===== src/rtl/arc_pkg.sv =====
// Shared decode definitions for the ARC MIPS core: opcodes, funct codes,
// ALU encodings and the execute-stage control bundle.
package arc_pkg;

  localparam int REG_AW = 5;

  localparam logic [5:0] OP_RTYPE = 6'h00;
  localparam logic [5:0] OP_J     = 6'h02;
  localparam logic [5:0] OP_BEQ   = 6'h04;
  localparam logic [5:0] OP_ADDI  = 6'h08;
  localparam logic [5:0] OP_LW    = 6'h23;
  localparam logic [5:0] OP_SW    = 6'h2B;

  localparam logic [5:0] FN_ADD = 6'h20;
  localparam logic [5:0] FN_SUB = 6'h22;
  localparam logic [5:0] FN_AND = 6'h24;
  localparam logic [5:0] FN_OR  = 6'h25;
  localparam logic [5:0] FN_SLT = 6'h2A;

  localparam logic [2:0] ALU_AND = 3'b000;
  localparam logic [2:0] ALU_OR  = 3'b001;
  localparam logic [2:0] ALU_ADD = 3'b010;
  localparam logic [2:0] ALU_SUB = 3'b110;
  localparam logic [2:0] ALU_SLT = 3'b111;

  // Field order matters: execute unpacks this bundle MSB first.
  typedef struct packed {
    logic       reg_write;
    logic       mem_to_reg;
    logic       mem_write;
    logic       branch;
    logic       alu_src;
    logic       reg_dst;
    logic [2:0] alu_control;
    logic       spare;
  } ctrl_t;

  localparam ctrl_t CTRL_BUBBLE = '0;

endpackage


===== src/rtl/decode_regfile.sv =====
// 32-entry register file: two combinational read ports with write-through
// bypass, one write port, r0 hardwired to zero, synchronous clear.
module regfile
  import arc_pkg::*;
#(
  parameter int DATA_W = 32,
  parameter int REG_N  = 32
) (
  input  logic              clk_i,
  input  logic              rst_i,
  input  logic [REG_AW-1:0] ra1_i,
  input  logic [REG_AW-1:0] ra2_i,
  input  logic              we_i,
  input  logic [REG_AW-1:0] wa_i,
  input  logic [DATA_W-1:0] wd_i,
  output logic [DATA_W-1:0] rd1_o,
  output logic [DATA_W-1:0] rd2_o
);

  logic [DATA_W-1:0] mem_q [REG_N];
  logic              wr_en;

  assign wr_en = we_i && (wa_i != '0);

  always_ff @(posedge clk_i) begin
    if (rst_i) begin
      for (int i = 0; i < REG_N; i++) begin
        mem_q[i] <= '0;
      end
    end else if (wr_en) begin
      mem_q[wa_i] <= wd_i;
    end
  end

  // A write landing on the address being read is returned in the same cycle.
  always_comb begin
    if (ra1_i == '0) begin
      rd1_o = '0;
    end else if (wr_en && (wa_i == ra1_i)) begin
      rd1_o = wd_i;
    end else begin
      rd1_o = mem_q[ra1_i];
    end
  end

  always_comb begin
    if (ra2_i == '0) begin
      rd2_o = '0;
    end else if (wr_en && (wa_i == ra2_i)) begin
      rd2_o = wd_i;
    end else begin
      rd2_o = mem_q[ra2_i];
    end
  end

endmodule


===== src/rtl/decode.sv =====
// Decode stage: control decode, register read, load-use stall, jump target
// and the ID/EX pipeline register.
module decode
  import arc_pkg::*;
#(
  parameter int DATA_W = 32,
  parameter int REG_N  = 32
) (
  input  logic              i_clk,
  input  logic              i_rst,
  input  logic [31:0]       i_data_Instr,
  input  logic [31:0]       i_addr_NextPC,
  input  logic              i_con_FlushE,
  input  logic              i_con_RegWriteW,
  input  logic [4:0]        i_addr_WriteRegW,
  input  logic [DATA_W-1:0] i_data_ResultW,
  output logic              o_con_Stall,
  output logic              o_con_JumpD,
  output logic [31:0]       o_addr_JumpD,
  output logic [9:0]        o_con_CtrlE,
  output logic [DATA_W-1:0] o_data_Rd1E,
  output logic [DATA_W-1:0] o_data_Rd2E,
  output logic [DATA_W-1:0] o_data_ImmE,
  output logic [31:0]       o_addr_PCPlus4E,
  output logic [4:0]        o_addr_RsE,
  output logic [4:0]        o_addr_RtE,
  output logic [4:0]        o_addr_RdE,
  output logic              o_con_IllegalE
);

  logic [5:0]        op;
  logic [5:0]        funct;
  logic [4:0]        rs;
  logic [4:0]        rt;
  logic [4:0]        rd;
  logic [DATA_W-1:0] rd1;
  logic [DATA_W-1:0] rd2;
  logic [DATA_W-1:0] imm;
  ctrl_t             ctrl_dec;
  logic              illegal_dec;
  logic              stall;
  logic              bubble;

  ctrl_t             ctrl_q,    ctrl_d;
  logic [DATA_W-1:0] rd1_q,     rd1_d;
  logic [DATA_W-1:0] rd2_q,     rd2_d;
  logic [DATA_W-1:0] imm_q,     imm_d;
  logic [31:0]       pc4_q,     pc4_d;
  logic [4:0]        rs_q,      rs_d;
  logic [4:0]        rt_q,      rt_d;
  logic [4:0]        rd_q,      rd_d;
  logic              illegal_q, illegal_d;

  assign op    = i_data_Instr[31:26];
  assign rs    = i_data_Instr[25:21];
  assign rt    = i_data_Instr[20:16];
  assign rd    = i_data_Instr[15:11];
  assign funct = i_data_Instr[5:0];
  assign imm   = {{(DATA_W-16){i_data_Instr[15]}}, i_data_Instr[15:0]};

  regfile #(
    .DATA_W(DATA_W),
    .REG_N (REG_N)
  ) u_regfile (
    .clk_i (i_clk),
    .rst_i (i_rst),
    .ra1_i (rs),
    .ra2_i (rt),
    .we_i  (i_con_RegWriteW),
    .wa_i  (i_addr_WriteRegW),
    .wd_i  (i_data_ResultW),
    .rd1_o (rd1),
    .rd2_o (rd2)
  );

  always_comb begin
    ctrl_dec    = CTRL_BUBBLE;
    illegal_dec = 1'b0;
    unique case (op)
      OP_RTYPE: begin
        ctrl_dec.reg_write = 1'b1;
        ctrl_dec.reg_dst   = 1'b1;
        unique case (funct)
          FN_ADD:  ctrl_dec.alu_control = ALU_ADD;
          FN_SUB:  ctrl_dec.alu_control = ALU_SUB;
          FN_AND:  ctrl_dec.alu_control = ALU_AND;
          FN_OR:   ctrl_dec.alu_control = ALU_OR;
          FN_SLT:  ctrl_dec.alu_control = ALU_SLT;
          default: begin
            ctrl_dec    = CTRL_BUBBLE;
            illegal_dec = 1'b1;
          end
        endcase
      end
      OP_LW: begin
        ctrl_dec.reg_write   = 1'b1;
        ctrl_dec.mem_to_reg  = 1'b1;
        ctrl_dec.alu_src     = 1'b1;
        ctrl_dec.alu_control = ALU_ADD;
      end
      OP_SW: begin
        ctrl_dec.mem_write   = 1'b1;
        ctrl_dec.alu_src     = 1'b1;
        ctrl_dec.alu_control = ALU_ADD;
      end
      OP_BEQ: begin
        ctrl_dec.branch      = 1'b1;
        ctrl_dec.alu_control = ALU_SUB;
      end
      OP_ADDI: begin
        ctrl_dec.reg_write   = 1'b1;
        ctrl_dec.alu_src     = 1'b1;
        ctrl_dec.alu_control = ALU_ADD;
      end
      OP_J:    ctrl_dec = CTRL_BUBBLE;
      default: illegal_dec = 1'b1;
    endcase
  end

  // Conservative load-use check: rt is compared even when unused. A flush
  // squashes the wrong-path instruction, so it must not be held.
  assign stall  = ctrl_q.mem_to_reg && ((rt_q == rs) || (rt_q == rt)) && !i_con_FlushE;
  assign bubble = i_con_FlushE || stall;

  always_comb begin
    ctrl_d    = CTRL_BUBBLE;
    rd1_d     = '0;
    rd2_d     = '0;
    imm_d     = '0;
    pc4_d     = '0;
    rs_d      = '0;
    rt_d      = '0;
    rd_d      = '0;
    illegal_d = 1'b0;
    if (!bubble) begin
      ctrl_d    = ctrl_dec;
      rd1_d     = rd1;
      rd2_d     = rd2;
      imm_d     = imm;
      pc4_d     = i_addr_NextPC;
      rs_d      = rs;
      rt_d      = rt;
      rd_d      = rd;
      illegal_d = illegal_dec;
    end
  end

  always_ff @(posedge i_clk) begin
    if (i_rst) begin
      ctrl_q    <= CTRL_BUBBLE;
      rd1_q     <= '0;
      rd2_q     <= '0;
      imm_q     <= '0;
      pc4_q     <= '0;
      rs_q      <= '0;
      rt_q      <= '0;
      rd_q      <= '0;
      illegal_q <= 1'b0;
    end else begin
      ctrl_q    <= ctrl_d;
      rd1_q     <= rd1_d;
      rd2_q     <= rd2_d;
      imm_q     <= imm_d;
      pc4_q     <= pc4_d;
      rs_q      <= rs_d;
      rt_q      <= rt_d;
      rd_q      <= rd_d;
      illegal_q <= illegal_d;
    end
  end

  assign o_con_Stall     = stall;
  assign o_con_JumpD     = (op == OP_J);
  assign o_addr_JumpD    = {i_addr_NextPC[31:28], i_data_Instr[25:0], 2'b00};
  assign o_con_CtrlE     = ctrl_q;
  assign o_data_Rd1E     = rd1_q;
  assign o_data_Rd2E     = rd2_q;
  assign o_data_ImmE     = imm_q;
  assign o_addr_PCPlus4E = pc4_q;
  assign o_addr_RsE      = rs_q;
  assign o_addr_RtE      = rt_q;
  assign o_addr_RdE      = rd_q;
  assign o_con_IllegalE  = illegal_q;

endmodule


===== config.mk =====
export PLATFORM = sky130hd
export DESIGN_NAME = decode
export DESIGN_NICKNAME = d
export VERILOG_FILES = /design/src/rtl/arc_pkg.sv /design/src/rtl/decode_regfile.sv /design/src/rtl/decode.sv
export SDC_FILE = /design/constraint.sdc
export NUM_CORES = 2
export LEC_CHECK = 0
export ABC_CLOCK_PERIOD_IN_PS = 5500
export BUFFER_PORTS_ARGS = -buffer_cell sky130_fd_sc_hd__buf_2
export CORE_MARGIN = 1
export CORE_UTILIZATION = 25
export DETAILED_ROUTE_END_ITERATION = 7
export MAX_ROUTING_LAYER = met4
export PLACE_DENSITY_LB_ADDON = 0.15
export SKIP_CTS_REPAIR_TIMING = 1
export SYNTH_ARGS = -nofsm -noshare
export SYNTH_HDL_FRONTEND = slang
export SYNTH_SLANG_ARGS = --single-unit

===== constraint.sdc =====
create_clock -name i_clk -period 5.5 [get_ports i_clk]
set_input_delay 1.1 -clock i_clk [delete_from_list [all_inputs] [get_ports i_clk]]
set_output_delay 1.1 -clock i_clk [all_outputs]
set_load 0.01 [all_outputs]

==> qor.txt <==
vias in the first global route - 41.67k
Design Area, Final - 68080 um^2
drt wl/cell - 34.29 um
Nets - 4524
EDFF count, synth - 1024
Syn Inst Count - 4371
Min-Delay Path Class - primary input to register
setup TNS - 0 ns
CP Launch Type - primary input
Placement Setup Slack - 1.315 ns
Die W - 485.6 um
Synth cell types - 60
DIE AREA - 235800 um^2
post-synth top area cell - edfxtp_1
antenna-violating nets left - 0
initial core utilization - 0.2514
CTS tree - done
main flop type after synthesis - edfxtp_1
Post-Place Cells - 7315
Setup crit end kind - primary output
DRC - 0
Fmax - 0.2706 GHz
Ports - 293
antenna violations before repair - 17
fin. max-slew vios - 0
Yosys warnings - 0
CP arrival - 2.60 ns
Layout Utilization - 0.2928
R2R Path Start - o_addr_RtE[0]$_SDFF_PP0_
Reg2Reg Depth - 6
R2R setup slack - 2.77 ns
Final Cycle Share - 0.6719
final hold vios - 0
DP HPWL - 153500 um
pwr dens - 331.2 nW/um^2
share of cells above drive strength 1 - 0.3076
routed vias/inst - 5.551
reg2reg end - o_data_Rd1E[26]$_SDFF_PP0_
WP data required - 4.40 ns
CP endpoint - o_con_Stall
core area - 232500 um^2
Setup Skew - 0.02653 ns
synthesized area - 58450 um^2
H-tree Lvls - 4
worst setup path class - primary input to primary output
Leakage - 21.50 nW
worst slew pin tran - 1.303 ns
clk buf depth - 3
final setup margin - 1.804 ns
top cell type's share of synthesized area - 0.5260
Peak VDD IR - 0.0002829 V
clock root buffer - clkbuf_16
drt initial violations - 4583
Port-buffer cells - 289
row cnt - 177
vias after detailed routing - 42.12k
max_slew headroom - 0.1091
asr flop ratio synth - 0
pin count of the biggest net entering global routing - 136
post-route minimum period - 3.696 ns
CP startpoint - i_data_Instr[24]
RSZ-0062 raised after global routing - no
die height - 485.6 um
GR Overflow Total - 0
synthesized area per cell - 13.37 um^2
status - completed
max_cap viols - 0
Tot GR Track Use - 0.2226
Crit Path Max Fanout - 29
Worst-Skew Late Latency - 0.81 ns
register area share after synthesis - 0.5712
ranking of synthesized cells by area - edfxtp_1 (53%), mux4_2 (13%), nor3_1 (9.1%), mux2_2 (5.7%), dfxtp_1 (4.5%)
Cell Area, Placed - 63400 um^2
Seq cells post-synth - 1156
fin cells - 7588
first drt pass iteration count - 5
Sinks on Clock Net - 1156
final wirelength - 260200 um
total CTS buffers - 144
first-pass GRT wire length - 356800 um
Area growth, synth to finish - 16.47%
clk slew on worst S/H paths - 0.06 ns
RD Place Congestion - 0.8158
# setup viols final - 0
how the worst min path moves through the flow:
stage / cells after the start / endpoint / startpoint / slack [ns]
6_report: 2 / o_addr_PCPlus4E[16]$_SDFF_PP0_ / i_addr_NextPC[16] / 0.50
2_1_floorplan: 4 / o_data_Rd1E[22]$_SDFF_PP0_ / u_regfile.mem_q[18][22]$_SDFFCE_PN0P_ / 0.72
3_5_place_dp: 4 / o_data_Rd1E[22]$_SDFF_PP0_ / u_regfile.mem_q[18][22]$_SDFFCE_PN0P_ / 0.79
4_1_cts: 2 / o_addr_PCPlus4E[16]$_SDFF_PP0_ / i_addr_NextPC[16] / 0.43
5_1_grt: 2 / o_addr_PCPlus4E[11]$_SDFF_PP0_ / i_addr_NextPC[11] / 0.46
3_3_place_gp: 4 / o_data_Rd1E[22]$_SDFF_PP0_ / u_regfile.mem_q[17][22]$_SDFFCE_PN0P_ / 0.80
synthesized netlist by cell type (5+ instances only):
cell,n
edfxtp_1,1024
nand4_1,27
o211ai_1,19
xnor2_1,14
buf_2,104
a22o_1,5
mux2i_1,70
a221oi_1,31
xor2_1,6
o22ai_1,126
nand2b_1,6
clkbuf_1,388
nand3_1,33
buf_1,29
a21oi_1,7
dfxtp_1,132
a2111oi_0,28
buf_6,16
mux2_2,295
nand2_1,74
o221ai_1,19
nor2b_1,34
inv_1,36
nor3_1,1066
a221o_1,5
a211oi_1,27
a32oi_1,5
and2_1,58
buf_4,84
a22oi_1,103
o21bai_1,31
o2bb2ai_1,31
mux4_2,325
nor3b_1,5
a211o_1,6
o21ai_0,43
nor2_1,18
placed cells by master (no fill, tap or decap), types with 28 or more instances in the layout:
| cell type | synthesis | final |
|---|---|---|
| o21ai_0 | 43 | 43 |
| dfxtp_1 | 132 | 132 |
| mux2i_1 | 70 | 70 |
| a221oi_1 | 31 | 31 |
| and2_1 | 58 | 56 |
| clkbuf_1 | 388 | 37 |
| a22oi_1 | 103 | 103 |
| buf_12 | 0 | 33 |
| buf_4 | 84 | 170 |
| a2111oi_0 | 28 | 28 |
| inv_1 | 36 | 34 |
| clkbuf_16 | 0 | 149 |
| nand2_1 | 74 | 71 |
| o21bai_4 | 0 | 31 |
| nor3_1 | 1066 | 1065 |
| nand3_1 | 33 | 31 |
| edfxtp_1 | 1024 | 1024 |
| o2bb2ai_1 | 31 | 31 |
| mux2_2 | 295 | 295 |
| conb_1 | 1 | 35 |
| buf_2 | 104 | 282 |
| nor2b_1 | 34 | 32 |
| o22ai_1 | 126 | 126 |
| mux4_2 | 325 | 325 |
where the power goes:
| group | total, mW | internal, mW | switching (mW) |
|---|---|---|---|
| Combinational | 2.79 | 0.984 | 1.80 |
| Clock | 9.49 | 5.44 | 4.05 |
| Sequential | 10.3 | 10.0 | 0.250 |
cell families (layout without fill, tap and decap cells):
group | Yosys count | in the layout | share of synthesized area
flops | 1156 | 1156 | 0.5712
buf+inv | 658 | 792 | 0.05195
xor+xnor | 20 | 20 | 0.002997
simple gates | 1352 | 1352 | 0.1180
compound gates | 494 | 494 | 0.06167
mux | 690 | 690 | 0.1940
other cells | 1 | 41 | 0.00006415
cell type report:
class	count	area, um^2
tap	3043	3807
inverter	36	136.4
sequential	1156	33390
multi-input combinational	2591	22660
antenna	6	15.01
clock inverter	60	499.2
timing repair buffer	490	3436
clock buffer	206	4136
fill	23621	164500
per-layer routing:
layer | vias up | GRT usage | part of all wire
met5 | - | - | 0
met4 | 0 | 0.06194 | 0.027
met3 | 310 | 0.03927 | 0.070
met2 | 1894 | 0.3413 | 0.46
met1 | 22518 | 0.3008 | 0.44
li1 | 17398 | - | -
per-stage QoR:
step / hold slack, ns / power [mW]
2_1_floorplan: 0.7185 / 11.97
3_3_place_gp: 0.7952 / 13.23
3_5_place_dp: 0.7887 / 13.23
4_1_cts: 0.4308 / 22.73
5_1_grt: 0.4636 / 23.21
6_report: 0.4954 / 22.55
state kept, by name, summed over array words and instances, names as in the netlist:
name,flops
u_regfile.mem_q,1024
o_con_IllegalE,1
o_data_ImmE,16
o_data_Rd2E,32
o_addr_RtE,5
o_con_CtrlE,9
o_addr_PCPlus4E,32
o_addr_RsE,5
o_data_Rd1E,32
critical path: stages:
cell     delay, ns
buf_4         0.56
xnor2_1       0.20
nand4_1       0.19
o22a_1        0.28
nor2_1        0.11
buf_2         0.14
(Power assumes the default switching activity.)
